### src/rtl/inputconditioner_multi_if.sv
// -----------------------------------------------------------------------------
// inputconditioner_multi_if
// Bundles the per-channel signals of inputconditioner_multi.
//   pin          raw asynchronous inputs, one bit per channel
//   conditioned  synchronized, debounced level per channel
//   rising       one-cycle pulse on a conditioned 0->1 change
//   falling      one-cycle pulse on a conditioned 1->0 change
//   any_edge     OR of all rising/falling bits
//   clear, flags sticky edge flags and their clear (only with ICOND_STICKY_EN)
// Modports: master = the side that drives pin (and clear), slave = the conditioner.
// -----------------------------------------------------------------------------
interface inputconditioner_multi_if #(
   parameter int N = 4
) ();
   logic [N-1:0] pin;
   logic [N-1:0] conditioned;
   logic [N-1:0] rising;
   logic [N-1:0] falling;
   logic         any_edge;
`ifdef ICOND_STICKY_EN
   logic [N-1:0] clear;
   logic [N-1:0] flags;

   modport master (output pin, clear,
                   input  conditioned, rising, falling, any_edge, flags);
   modport slave  (input  pin, clear,
                   output conditioned, rising, falling, any_edge, flags);
`else
   modport master (output pin,
                   input  conditioned, rising, falling, any_edge);
   modport slave  (input  pin,
                   output conditioned, rising, falling, any_edge);
`endif
endinterface

### src/rtl/inputconditioner_multi.sv
// -----------------------------------------------------------------------------
// inputconditioner_multi
// N independent input channels. Each raw pin is passed through a two-flop
// synchronizer and then debounced: a new level must be seen on the
// synchronizer output for T consecutive cycles before the conditioned output
// follows it. Registered one-cycle rising/falling pulses mark each change.
//
// Parameters: N (channels), T (debounce cycles), RESET_LEVEL (per-channel
//             level loaded into the synchronizer and the conditioned output).
// Ports:
//   clk    clock, all state on the rising edge
//   rst_n  synchronous active-low reset
//   bus    inputconditioner_multi_if.slave: pin in; conditioned, rising,
//          falling, any_edge out (clear in / flags out with ICOND_STICKY_EN)
// Option: define ICOND_STICKY_EN to add per-channel sticky edge flags that
//         hold until cleared; clear and flags exist only in that build.
// -----------------------------------------------------------------------------
module inputconditioner_multi #(
   parameter int           N           = 4,
   parameter int           T           = 4,
   parameter logic [N-1:0] RESET_LEVEL = {N{1'b0}}
) (
   input  logic                          clk,
   input  logic                          rst_n,
   inputconditioner_multi_if.slave       bus
);

   localparam int            CW      = (T > 1) ? $clog2(T) : 1;
   localparam logic [CW-1:0] CNT_MAX = CW'(T - 1);

   logic [N-1:0]  sync0;
   logic [N-1:0]  sync1;
   logic [N-1:0]  conditioned;
   logic [N-1:0]  rising;
   logic [N-1:0]  falling;
   logic [CW-1:0] counter  [N];

   logic [N-1:0]  cond_next;
   logic [CW-1:0] cnt_next [N];

   // Debounce decision per channel. The counter only runs while the
   // synchronized input disagrees with the conditioned level; any agreement
   // (including a glitch going away) drops it back to 0.
   always_comb begin
      // NOTE: every output gets a default before the loop, so no path leaves
      // a value unassigned and no latch is inferred.
      cond_next = conditioned;
      cnt_next  = '{default: '0};
      for (int i = 0; i < N; i++) begin
         if (sync1[i] != conditioned[i]) begin
            if (counter[i] == CNT_MAX) begin
               cond_next[i] = sync1[i];
            end else begin
               cnt_next[i] = counter[i] + 1'b1;
            end
         end
      end
   end

   // NOTE: state is updated with non-blocking assignments only, so each flop
   // samples the pre-edge value of the others (the synchronizer chain relies
   // on this).
   always_ff @(posedge clk) begin
      if (!rst_n) begin
         sync0       <= RESET_LEVEL;
         sync1       <= RESET_LEVEL;
         conditioned <= RESET_LEVEL;
         rising      <= '0;
         falling     <= '0;
         // NOTE: the counters are a small register array, not a RAM, so they
         // are reset explicitly; an in-flight count must not survive reset.
         counter     <= '{default: '0};
      end else begin
         sync0       <= bus.pin;
         sync1       <= sync0;
         conditioned <= cond_next;
         // Pulses are registered alongside the level change so they line up
         // with the cycle in which conditioned switches.
         rising      <= cond_next & ~conditioned;
         falling     <= ~cond_next & conditioned;
         counter     <= cnt_next;
      end
   end

   assign bus.conditioned = conditioned;
   assign bus.rising      = rising;
   assign bus.falling     = falling;
   assign bus.any_edge    = |(rising | falling);

`ifdef ICOND_STICKY_EN
   logic [N-1:0] flags;

   // Set wins over clear: a pulse arriving while software clears is not lost.
   always_ff @(posedge clk) begin
      if (!rst_n) begin
         flags <= '0;
      end else begin
         flags <= (flags & ~bus.clear) | rising | falling;
      end
   end

   assign bus.flags = flags;
`endif

endmodule

### src/flat_wrapper.sv
// flat-port wrapper written by rule: the top's interface ports become plain ports
module inputconditioner_multi_flat 
#(
   parameter int           N           = 4,
   parameter int           T           = 4,
   parameter logic [N-1:0] RESET_LEVEL = {N{1'b0}}
)
  (clk, rst_n, bus_pin, bus_conditioned, bus_rising, bus_falling, bus_any_edge);
  inputconditioner_multi_if #(.N(N)) bus_i ();
  input  logic clk;
  input  logic rst_n;
  input wire logic [$bits(bus_i.pin)-1:0] bus_pin;
  output wire logic [$bits(bus_i.conditioned)-1:0] bus_conditioned;
  output wire logic [$bits(bus_i.rising)-1:0] bus_rising;
  output wire logic [$bits(bus_i.falling)-1:0] bus_falling;
  output wire logic [$bits(bus_i.any_edge)-1:0] bus_any_edge;
  assign bus_i.pin = bus_pin;
  assign bus_conditioned = bus_i.conditioned;
  assign bus_rising = bus_i.rising;
  assign bus_falling = bus_i.falling;
  assign bus_any_edge = bus_i.any_edge;
  inputconditioner_multi #(.N(N), .T(T), .RESET_LEVEL(RESET_LEVEL)) u_core (.clk(clk), .rst_n(rst_n), .bus(bus_i));
endmodule
### config.mk
export PLATFORM = sky130hd
export DESIGN_NAME = inputconditioner_multi_flat
export DESIGN_NICKNAME = d
export VERILOG_FILES = /design/src/rtl/inputconditioner_multi_if.sv /design/src/rtl/inputconditioner_multi.sv /design/src/flat_wrapper.sv
export SDC_FILE = /design/constraint.sdc
export NUM_CORES = 1
export LEC_CHECK = 0
export ABC_AREA = 1
export CAP_MARGIN = 20
export CORE_MARGIN = 8
export CORE_UTILIZATION = 44
export CTS_CLUSTER_DIAMETER = 150
export DETAILED_ROUTE_END_ITERATION = 8
export PLACE_DENSITY = 0.83
export SYNTH_ARGS = -nofsm -noshare
export SYNTH_HDL_FRONTEND = slang
export SYNTH_SLANG_ARGS = --single-unit
### constraint.sdc
create_clock -name clk -period 0.8 [get_ports clk]
set_input_delay 0.12 -clock clk [delete_from_list [all_inputs] [get_ports clk]]
set_output_delay 0.12 -clock clk [all_outputs]
set_load 0.005 [all_outputs]
# ---- Yosys cells after proc, flatten, opt, wreduce, memory -nomap -nowiden
# Index checks and enable logic that the tools add are counted.
# W data, S select, Z words.
dict set report totals {
  regBits 28
  elab_cells 44
}
dict set report classes {
  n_addsub 4
  eq_ne 8
  muxes 8
  bitwise 10
  reduce_logical 5
}
# op count
set ops {}
lappend ops {{$reduce_or A3 Y1} 4}
lappend ops {{$add A2 B1 Y2 const B} 4}
lappend ops {{$and A4 B4 Y4} 2}
lappend ops {{$eq A2 B2 Y1 const B} 4}
lappend ops {{$mux W1} 8}
lappend ops {{$not A4 Y4} 2}
lappend ops {{$not A1 Y1} 5}
lappend ops {{$ne A1 B1 Y1} 4}
lappend ops {{$or A4 B4 Y4} 1}
lappend ops {{$reduce_or A4 Y1} 1}

# ---- Logic depth before layout (Yosys ltp)
# Gate-level depths: netlist of run 1.
dict set report depth {
  word_depth 5
  mapped_depth 5
  ltp_nobuf 4
}

# ---- Least setup slack after synthesis of run 1
# No wires, ideal clock.
dict set report synth_timing {
  kind {reg2reg}
  start {reg u_core.counter[4] (netlist bit)}
  end {reg u_core.falling[1], in the netlist u_core.bus.falling[1]}
  setup_time_ns 0.115
  arrival_ns 0.739
  setup_slack_ns -0.054
  path_stages_with_launch 5
  path_buffers 0
  synth_period_minus_slack_ns 0.854
  cell_sequence {dfxtp_1 -> ha_1 -> inv_1 -> nor2_1 -> and3_1}
}
dict set report synth_between {
  elab_chain_cells 5
}
# item line
set synth_rtl {}
lappend synth_rtl {{start: declaration} inputconditioner_multi.sv:36} ;# logic [CW-1:0] counter [N];
lappend synth_rtl {{start signal: assignment} inputconditioner_multi.sv:81} ;# counter <= cnt_next;
lappend synth_rtl {{$eq A2 B2 Y1} inputconditioner_multi.sv:51} ;# if (counter[i] == CNT_MAX) begin
lappend synth_rtl {{$mux W1} inputconditioner_multi.sv:51}
lappend synth_rtl {{$mux W1} inputconditioner_multi.sv:50} ;# if (sync1[i] != conditioned[i]) begin
lappend synth_rtl {{$not A4 Y4} inputconditioner_multi.sv:80} ;# falling <= ~cond_next & conditioned;
lappend synth_rtl {{$and A4 B4 Y4} inputconditioner_multi.sv:80}
lappend synth_rtl {{end signal: assignment} inputconditioner_multi.sv:80}
lappend synth_rtl {{end: declaration} inputconditioner_multi.sv:35} ;# logic [N-1:0] falling;
# No other way between the ends.
# A chain may end at the register's enable or synchronous reset.

# ---- Worst setup path in the final report of run 1
dict set report layout_timing {
  start {reg u_core.falling[1], in the netlist u_core.bus.falling[1]}
  end {out bus_any_edge}
}
dict set report layout_between {
  elab_chain_cells 2
}
# item line
set layout_rtl {}
lappend layout_rtl {{$or A4 B4 Y4} inputconditioner_multi.sv:88} ;# assign bus.any_edge = |(rising | falling);
lappend layout_rtl {{$reduce_or A4 Y1} inputconditioner_multi.sv:88}
lappend layout_rtl {{end: declaration} flat_wrapper.sv:16} ;# output wire logic [$bits(bus_i.any_edge)-1:0] bus_any_edge;
# No other way between the ends.

==> summary.txt, run 1 <==
Clocking
  – H-tree depth: 1
  – Clock latency on the worst-skew pair: 0.33 ns
  – CTS sink count: 28
  – TritonCTS clock tree: done
  – CTS buffer count: 3
  – Root Driver: clkbuf_4
  – Clk pin slew, worst setup/hold paths: 0.14 ns
  – Hold Buf Count CTS: 0
  – Max Buffers Root-to-Sink: 2

Logic synthesis
  – Post-Syn Area: 974.7 µm²
  – Synth Warn #: 0
  – Largest cells by area after synthesis: dfxtp_1, nor2_1, inv_1, nand2_1, ha_1
  – Simple-Gate Fraction of Synth Area: 25.93%
  – Syn_area_per_cell: 8.191 µm²
  – Seq/Total Area, Yosys: 57.51%
  – Synth cell types: 14
  – Largest family of logic cells by synthesized area: simple AND/OR/NAND/NOR gates
  – Async SR Flop Fraction: 0%
  – Cells after Synth: 119
  – XOR/XNOR Fraction of Synth Area: 0%
  – Yosys reg bits: 28
  – Syn nets: 129
  – Most common cell in the netlist: dfxtp_1
  – Number of synthesized flops with an enable pin: 0
  – Post-synth top cells: dfxtp_1, nor2_1, inv_1, nand2_1, nand3_1
  – Post-synthesis compound-gate area fraction: 0.5135%
  – Area leader, netlist: dfxtp_1
  – Mux contribution to synthesized area: 0%
  – Share of the synthesized area in the top cell type: 57.51%
  – Synth Area in Adders: 5.135%
  – Top_reg_cell synth: dfxtp_1

STA
  – Worst slew margin: 74.57%
  – Unrepaired setup endpoints after global routing: true
  – Final setup viols: 28
  – Setup TNS: -2.640 ns
  – Period utilisation layout: 142.2%
  – Tmin final: 1.137 ns
  – Fin. Hold Viols: 0
  – Layout Skew: 0.001006 ns
  – Worst setup margin: -0.3373 ns
  – Pin slew with the least headroom to its limit: 0.3809 ns
  – FMAX: 879.3 MHz
  – Pins Over Slew Limit: 0

Pwr
  – Static leakage: 0.6470 nW
  – Net Sw Power: 483.1 µW
  – VDD IR max: 0.001245 V
  – Power per cell area: 1561 mW/mm²
  – Internal power: 1.755 mW
  – Sequential fraction of design power: 64.3%
  – Comb pwr share: 5.0%
  – Clk pwr share: 30.7%
  – Sw frac: 21.58%

Placement
  – Post-DP Area: 0.001242 mm²
  – IO buf count: 18
  – Cells after DPL: 166
  – GPL Wtd Cong: 0.7408
  – Final HPWL DP: 1323 µm

Worst hold path
  – Worst Hold Class: in -> reg
  – Hold_sp: bus_pin[1]

Routing
  – Via count: 796
  – Number of DRC markers in iteration 0: 19
  – Drt first pass iters: 4
  – Antenna Nets Post-Route: 0
  – Overall routed net length: 2081 µm
  – DR DRC count: 0
  – Vias per cell: 4.575
  – Wirelength per Cell: 11.96 µm

Floorplan
  – Core ar.: 0.002148 mm²
  – Num ports: 19
  – Row cnt: 17
  – Initial Util: 45.37%
  – Area of the die: 0.003977 mm²
  – Die height: 63.07 µm
  – Die Width: 63.07 µm

Worst setup path
  – Worst setup EP type: primary output
  – Reg2reg start: u_core.counter[1]
  – Worst-path fanout max: 2
  – Ordered cell list for the critical path: nor2_1 > nand4_1 > buf_2
  – Crit path required time: 0.68 ns
  – CP peak stage delay: 0.35 ns
  – Worst EP arrival: 1.02 ns
  – Crit Path Class: reg -> out
  – Reg2Reg Setup Slack: -0.13 ns
  – Worst setup path endpoint: bus_any_edge
  – R2r endpoint: u_core.bus.falling[3]
  – Crit path launch type: flop
  – CP Launch Point: u_core.bus.falling[1]
  – Crit-path slowest cell: dfxtp_2
  – Number of cells on the worst reg-to-reg path: 4

Run status
  – Failing checks: setup timing
  – Status: finished with violations

Layout
  – Antenna fix cells: 0
  – Final std cells w/o fill: 174
  – Design Area, Final: 0.001434 mm²
  – Final Util: 66.74%
  – Area grow syn2layout: 47.11%
  – Net count, final: 157
  – Layout cells sized above 1: 54.11%

Global routing
  – Number of global-route vias before repair: 787
  – GR Overflow Total: 0
  – Initial antenna violation count: 0
  – GRT Util Overall: 9.806%
  – First-pass GRT wire length: 3215 µm
  – Largest net degree at the start of global routing: 16

Flow run
  – Max Cap Viol: 0
[worst min path at each step]
stage | slack, ns | to | cells past startpoint
2_1_floorplan | 0.22 | u_core.sync0[0] | 2
6_report | 0.29 | u_core.sync0[1] | 3
3_3_place_gp | 0.39 | u_core.sync1[3] | 2
3_5_place_dp | 0.40 | u_core.sync1[0] | 2
4_1_cts | 0.30 | u_core.sync0[2] | 3
5_1_grt | 0.30 | u_core.sync0[2] | 3
[area by class of cell]
type	instances	area (µm²)
Clock buffer	4	36.28
Fill cell	163	714.4
Inverter	24	90.09
Multi-Input combinational cell	65	475.5
Sequential cell	28	588.1
Tap cell	28	35.03
Timing Repair Buffer	25	209.0
[cell usage in the layout, fill, tap and decap left out, types with 2 or more instances in the layout]
| cell type | instances |
|---|---|
| and3_1 | 2 |
| buf_2 | 6 |
| buf_4 | 7 |
| buf_6 | 6 |
| clkbuf_4 | 3 |
| clkdlybuf4s50_1 | 5 |
| dfxtp_1 | 6 |
| dfxtp_2 | 22 |
| ha_4 | 4 |
| inv_1 | 17 |
| inv_2 | 7 |
| nand2_1 | 16 |
| nand3_1 | 2 |
| nand3_2 | 6 |
| nor2_1 | 16 |
| nor2_2 | 4 |
| nor2_4 | 7 |
| nor3_2 | 4 |
[cells by family after synthesis]
group / count (synthesis)
compound gates: 1
fa+ha+maj: 4
buf+inv: 26
flops: 28
simple gates: 60
[power groups by stage]
stage / Sequential [mW] / Combinational, mW / Clock [mW]
6_report: 1.44 / 0.112 / 0.687
2_1_floorplan: 1.46 / 0.0536 / 0
5_1_grt: 1.44 / 0.126 / 0.760
3_3_place_gp: 1.47 / 0.0820 / 0
4_1_cts: 1.44 / 0.0910 / 0.677
3_5_place_dp: 1.47 / 0.0854 / 0
[flip-flops by register name, indices dropped and copies added, names as in the netlist]
| signal | count |
|---|---|
| u_core.sync0 | 4 |
| u_core.bus.rising | 4 |
| u_core.bus.falling | 4 |
| u_core.counter | 8 |
| u_core.sync1 | 4 |
| u_core.bus.conditioned | 4 |
[critical path: cells and delay by family, from the launching register on]
family                 cells  cell delay, ns
buffers and inverters      1            0.13
DFF                        1            0.35
and+or+nand+nor            2            0.21
[metrics by stage]
stage	setup slack, ns	hold WS (ns)	total power [mW]
2_1_floorplan	-0.02048	0.2176	1.517
3_5_place_dp	-0.3212	0.4022	1.552
5_1_grt	-0.4028	0.3045	2.331
3_3_place_gp	-0.2751	0.3941	1.547
4_1_cts	-0.3039	0.2957	2.205
6_report	-0.3373	0.2920	2.238
[routing by layer]
layer  part of all wire [%]  global-route usage, %  vias to the layer above
met2                     50                  17.54                       22
met3                    5.2                  2.473                        7
met4                    3.2                  7.123                        0
li1                       -                      -                      409
met1                     41                  9.553                      358
met5                      0                      0                        -
[what timing repair did]
item | 4_1_cts | 5_1_grt
gates cloned | 0 | 0
gates resized for setup | 80 | 28
buffers inserted | 3 | 1
pin swaps | 14 | 17
setup endpoints to repair | 29 | 32
(Power assumes the default switching activity.)
==> inputs of run 2 (changes only) <==
- ABC_AREA: 1 -> default
- CORE_UTILIZATION: 44 -> 43
- PLACE_DENSITY: 0.83 -> 0.82
==> run 2 against run 1 <==
Against the previous run:
- the run still ends with setup timing left
- synthesized area is 2.7% lower
- cell count is 17% lower
- wire length stayed put
- global-route usage is 0.98 points higher
- combinational power is 21% higher
- largest cell class is now multi-input combinational cells
- highest routed layer unchanged
==> summary.txt, run 2 <==
Layout
  – Fillers: 119
  – Area grow syn2layout: 72.69%
  – Largest register FFs: 8
  – Net count, final: 127
  – Layout cells sized above 1: 76.72%
  – Most common cell after layout, fill and taps aside: dfxtp_2
  – Most flop-heavy register: u_core.counter
  – Most frequent cells in the layout: dfxtp_2, buf_6, buf_4
  – Antenna fix cells: 0
  – Sequential cell area: 593.1 µm²
  – Area of the multi-input gates: 609.3 µm²
  – Design Area, Final: 0.001638 mm²

Global routing
  – Initial antenna violation count: 0
  – GR Overflow Total: 0
  – Largest net degree at the start of global routing: 23
  – Number of global-route vias before repair: 758
  – GRT Util Overall: 10.78%
  – First-pass GRT wire length: 3415 µm

Logic synthesis
  – Post-Syn Area: 948.4 µm²
  – Yosys reg bits: 28
  – Largest cells by area after synthesis: dfxtp_1, nor3b_1, and2_1, and4bb_2, ha_1
  – Number of synthesized flops with an enable pin: 0
  – Syn_area_per_cell: 12.32 µm²
  – Post-synth top cells: dfxtp_1, and2_1, nor3b_1, nand2_1
  – Most common cell in the netlist: dfxtp_1
  – Area leader, netlist: dfxtp_1
  – Async SR Flop Fraction: 0%
  – Top_reg_cell synth: dfxtp_1
  – Syn nets: 87
  – Seq/Total Area, Yosys: 59.10%
  – Synth Warn #: 0
  – Cells after Synth: 77
  – Synth cell types: 13
  – Share of the synthesized area in the top cell type: 59.10%

Floorplan
  – Die Width: 62.97 µm
  – Area of the die: 0.003965 mm²
  – Core ar.: 0.002148 mm²
  – Num ports: 19
  – Row cnt: 17
  – Die height: 62.97 µm
  – Initial Util: 44.15%

Worst setup path
  – Ordered cell list for the critical path: nor4_2 > nand2_1 > buf_2
  – Crit-path slowest cell: dfxtp_2
  – Reg2reg start: u_core.bus.conditioned[3]
  – Crit path max-delay family: flip-flops
  – Crit path launch type: flop
  – Worst EP arrival: 1.16 ns
  – CP Launch Point: u_core.bus.rising[2]
  – Worst setup EP type: primary output
  – CP peak stage delay: 0.35 ns
  – Crit Path Class: reg -> out
  – Worst-path fanout max: 2
  – Crit path required time: 0.68 ns
  – Worst Path Buf+Inv: 1

Placement
  – Post-DP Area: 0.001297 mm²
  – Final HPWL DP: 1206 µm
  – IO buf count: 18
  – GPL Wtd Cong: 0.7550

Clocking
  – Clock latency on the worst-skew pair: 0.33 ns
  – CTS sink count: 28
  – Root Driver: clkbuf_4
  – Max Buffers Root-to-Sink: 2
  – CTS buffer count: 3
  – H-tree depth: 1
  – TritonCTS clock tree: done
  – Clk pin slew, worst setup/hold paths: 0.15 ns

Routing
  – Via count: 705
  – DR DRC count: 0
  – Wirelength per Cell: 14.45 µm
  – Antenna Nets Post-Route: 0
  – Vias per cell: 4.896
  – Number of DRC markers in iteration 0: 12
  – Drt first pass iters: 2
  – Overall routed net length: 2081 µm

Worst hold path
  – Hold_sp: bus_pin[0]
  – Worst Hold Class: in -> reg

STA
  – Period utilisation layout: 160.3%
  – Fin. Hold Viols: 0
  – Worst setup margin: -0.4822 ns
  – Pins Over Slew Limit: 0
  – Pin slew with the least headroom to its limit: 0.2062 ns
  – Worst slew margin: 86.14%
  – FMAX: 779.9 MHz
  – Tmin final: 1.282 ns
  – Unrepaired setup endpoints after global routing: true
  – Layout Skew: 0.01218 ns
  – Final setup viols: 33

Run status
  – Failing checks: setup timing
  – Status: finished with violations

Pwr
  – Total power: 2.485 mW
  – Static leakage: 0.6429 nW
  – Power per cell area: 1517 mW/mm²
  – VDD IR max: 0.0009039 V

Flow run
  – Max Cap Viol: 0
-- run 2: cell types whose count changed in the layout (fill, tap and decap cells not counted), sizes merged, moves of 8 or more --
cell	previous run	this run
nor3b	0	8
nand3	8	0
inv	24	0
buf	19	31
nand2	17	5
nor2	27	0
and2	0	8
-- run 2: layout make-up --
| type | count | share of cell area (%) |
|---|---|---|
| Tap cell | 28 | 2.139 |
| Clock buffer | 3 | 1.375 |
| Clock inverter | 1 | 1.833 |
| Timing Repair Buffer | 37 | 21.24 |
| Sequential cell | 28 | 36.21 |
| Multi-Input combinational cell | 47 | 37.20 |
-- run 2: cells by family after synthesis --
family        count (synthesis)  synth area share, %
buf+inv                       2                1.187
xor+xnor                      4                3.694
simple gates                 35                26.52
mux                           4                4.222
fa+ha+maj                     4                5.277
flops                        28                59.10
-- run 2: path summary, 6_finish.rpt --
check / depth (start not counted) / end / slack (ns)
hold / removal: 2 / u_core.sync0[0] / 0.34
hold reg to reg: 1 / u_core.counter[4] / 0.44
setup reg to reg: 3 / u_core.counter[1] / -0.18
setup / recovery: 3 / bus_any_edge / -0.48
-- run 2: what timing repair did --
item	in CTS	in global routing
resized for setup	96	11
buffers inserted	9	1
pin swaps	19	5
hold buffers	0	0
setup endpoints to repair	33	33
-- run 2: per-layer routing --
layer,GRT usage (%),wire length [µm]
met1,10.78,856
met5,0,0
met2,18.31,1066
met3,3.584,114
met4,7.692,43
-- run 2: metrics by stage --
step	std cells	worst slack (ns)	utilization, %	hold slack (ns)	setup TNS [ns]
global placement	130	-0.3892	60.40	0.4168	-9.292
finish	144	-0.4822	76.24	0.3435	-3.704
global route	144	-0.5823	76.24	0.3644	-4.955
CTS	143	-0.4784	73.09	0.3401	-3.644
detailed placement	130	-0.4465	60.40	0.4257	-9.858
floorplan	77	-0.04805	-	0.2473	-0.1922
-- run 2: worst reg2reg max path, stage by stage, from the launching register on --
cell and delay [ns]:
dfxtp_2 0.35, buf_6 0.13, xnor2_4 0.15, and4bb_2 0.25
-- run 2: where the power goes --
group          internal [mW]  leakage (nW)  switching, mW
clock network          0.507        0.0279          0.402
registers               1.42         0.240         0.0228
logic                 0.0915         0.375         0.0433
==> inputs of run 3 (changes only) <==
- REMOVE_ABC_BUFFERS: default -> 1
- SLEW_MARGIN: default -> 20
- TNS_END_PERCENT: default -> 50
==> run 3 against run 2 <==
Against the previous run:
- the run still ends with setup timing left
- maximum frequency increased by 0.26%
- power decreased by 10%
- combinational power decreased by 4%
- worst hold slack improved by 0.013 ns
- global-route usage increased by 0.55 points
- non-clock buffer count increased by 3
- clock skew decreased by 0.0065 ns
- first-iteration DRC count increased by 8.3%
- setup slack improved by 0.0033 ns
- critical endpoint unchanged
==> summary.txt, run 3 (same netlist as run 2, synthesis figures left out) <==
Routing
  – Number of DRC markers in iteration 0: 13
  – Wirelength per Cell: 15.67 µm
  – Via count: 709
  – Overall routed net length: 2304 µm
  – DR DRC count: 0
  – Antenna Nets Post-Route: 0
  – Drt first pass iters: 2
  – Vias per cell: 4.823

Clocking
  – Hold Buf Count CTS: 0
  – TritonCTS clock tree: done
  – Clock latency on the worst-skew pair: 0.32 ns
  – CTS sink count: 28
  – CTS buffer count: 3
  – Max Buffers Root-to-Sink: 2
  – Clk pin slew, worst setup/hold paths: 0.15 ns
  – H-tree depth: 1
  – Root Driver: clkbuf_4

Layout
  – Antenna fix cells: 0
  – Layout cells sized above 1: 75.63%
  – Design Area, Final: 0.001668 mm²
  – Most flop-heavy register: u_core.counter
  – Most common cell after layout, fill and taps aside: buf_6
  – Net count, final: 130
  – Area grow syn2layout: 75.86%
  – Fillers: 128
  – Largest register FFs: 8
  – Most frequent cells in the layout: buf_6, dfxtp_2, buf_4

Worst setup path
  – Worst setup EP type: primary output
  – Crit path required time: 0.68 ns
  – R2r endpoint: u_core.counter[5]
  – Crit path launch type: flop
  – Reg2reg start: u_core.bus.conditioned[1]
  – Reg2Reg Setup Slack: -0.24 ns
  – CP Launch Point: u_core.bus.rising[3]
  – Worst-path fanout max: 2
  – Worst EP arrival: 1.16 ns
  – Worst setup path endpoint: bus_any_edge
  – Crit Path Class: reg -> out
  – Number of cells on the worst reg-to-reg path: 4

STA
  – Pins Over Slew Limit: 0
  – Period utilisation layout: 159.9%
  – Worst setup margin: -0.4789 ns
  – Fin. Hold Viols: 0
  – Tmin final: 1.279 ns
  – Final setup viols: 33
  – Worst slew margin: 85.83%
  – Unrepaired setup endpoints after global routing: true
  – Layout Skew: 0.005641 ns
  – Pin slew with the least headroom to its limit: 0.2066 ns
  – FMAX: 781.9 MHz

Global routing
  – First-pass GRT wire length: 3622 µm
  – GRT Util Overall: 11.33%
  – Largest net degree at the start of global routing: 25
  – Initial antenna violation count: 0
  – GR Overflow Total: 0
  – Number of global-route vias before repair: 798

Placement
  – Post-DP Area: 0.001270 mm²
  – Final HPWL DP: 1199 µm
  – Worst slack, placed: -0.4675 ns
  – IO buf count: 18
  – GPL Wtd Cong: 0.6532

Floorplan
  – Num ports: 19
  – Initial Util: 44.15%
  – Die Width: 62.97 µm
  – Core ar.: 0.002148 mm²
  – Area of the die: 0.003965 mm²
  – Die height: 62.97 µm
  – Row cnt: 17

Flow run
  – Max Cap Viol: 0

Pwr
  – VDD IR max: 0.001039 V
  – Power per cell area: 1340 mW/mm²
  – Total power: 2.234 mW
  – Static leakage: 0.6539 nW

Worst hold path
  – Worst Hold Class: in -> reg

Run status
  – Status: finished with violations
  – Failing checks: setup timing
==> run 3: area by class of cell <==
| class | count | area [µm²] | area share (%) |
|---|---|---|---|
| Clock buffer | 4 | 36.28 | 2.176 |
| Multi-Input combinational cell | 47 | 604.3 | 36.23 |
| Sequential cell | 28 | 598.1 | 35.86 |
| Tap cell | 28 | 35.03 | 2.101 |
| Timing Repair Buffer | 40 | 394.1 | 23.63 |
==> run 3: timing repair <==
item / in CTS / in global routing
resized for setup: 113 / 23
setup endpoints to repair: 33 / 33
setup buffers: 6 / 2
pin swaps: 14 / 3
==> run 3: worst min-delay path by stage <==
stage	start	to	slack (ns)	cells after the start
after floorplan	rst_n	u_core.sync0[0]	0.24	1
final	bus_pin[1]	u_core.sync0[1]	0.36	2
after CTS	bus_pin[3]	u_core.sync0[3]	0.36	2
after global routing	bus_pin[3]	u_core.sync0[3]	0.34	2
after detailed placement	u_core.sync0[0]	u_core.sync1[0]	0.42	1
after global placement	u_core.counter[6]	u_core.counter[6]	0.41	1
==> run 3: critical path: stages, from the launching register on <==
cell and delay (ns):
dfxtp_2 0.37, nor4_4 0.28, nand2_1 0.07, buf_2 0.13
==> run 3: power breakdown <==
part / switching (mW) / internal, mW / leakage, nW
Clock: 0.397 / 0.278 / 0.0210
Sequential: 0.0213 / 1.41 / 0.240
Combinational: 0.0444 / 0.0857 / 0.393
Total: 0.462 / 1.77 / 0.654
==> run 3: metal layers <==
metal	track usage (%)	up-vias	share of wire [%]
li1	-	354	-
met1	10.77	335	39
met2	22.02	16	55
met3	3.763	4	5.9
met4	3.419	0	0.65
met5	0	-	0
==> run 3: stage by stage <==
step                hold slack, ns  utilization [%]  cells  TNS, ns
global route                0.3392            77.64    147   -5.803
finish                      0.3561            77.64    147   -4.353
global placement            0.4141            59.11    135   -9.048
floorplan                   0.2417                -     75  -0.8988
CTS                         0.3552            71.35    145   -4.083
detailed placement          0.4217            59.11    135   -9.560
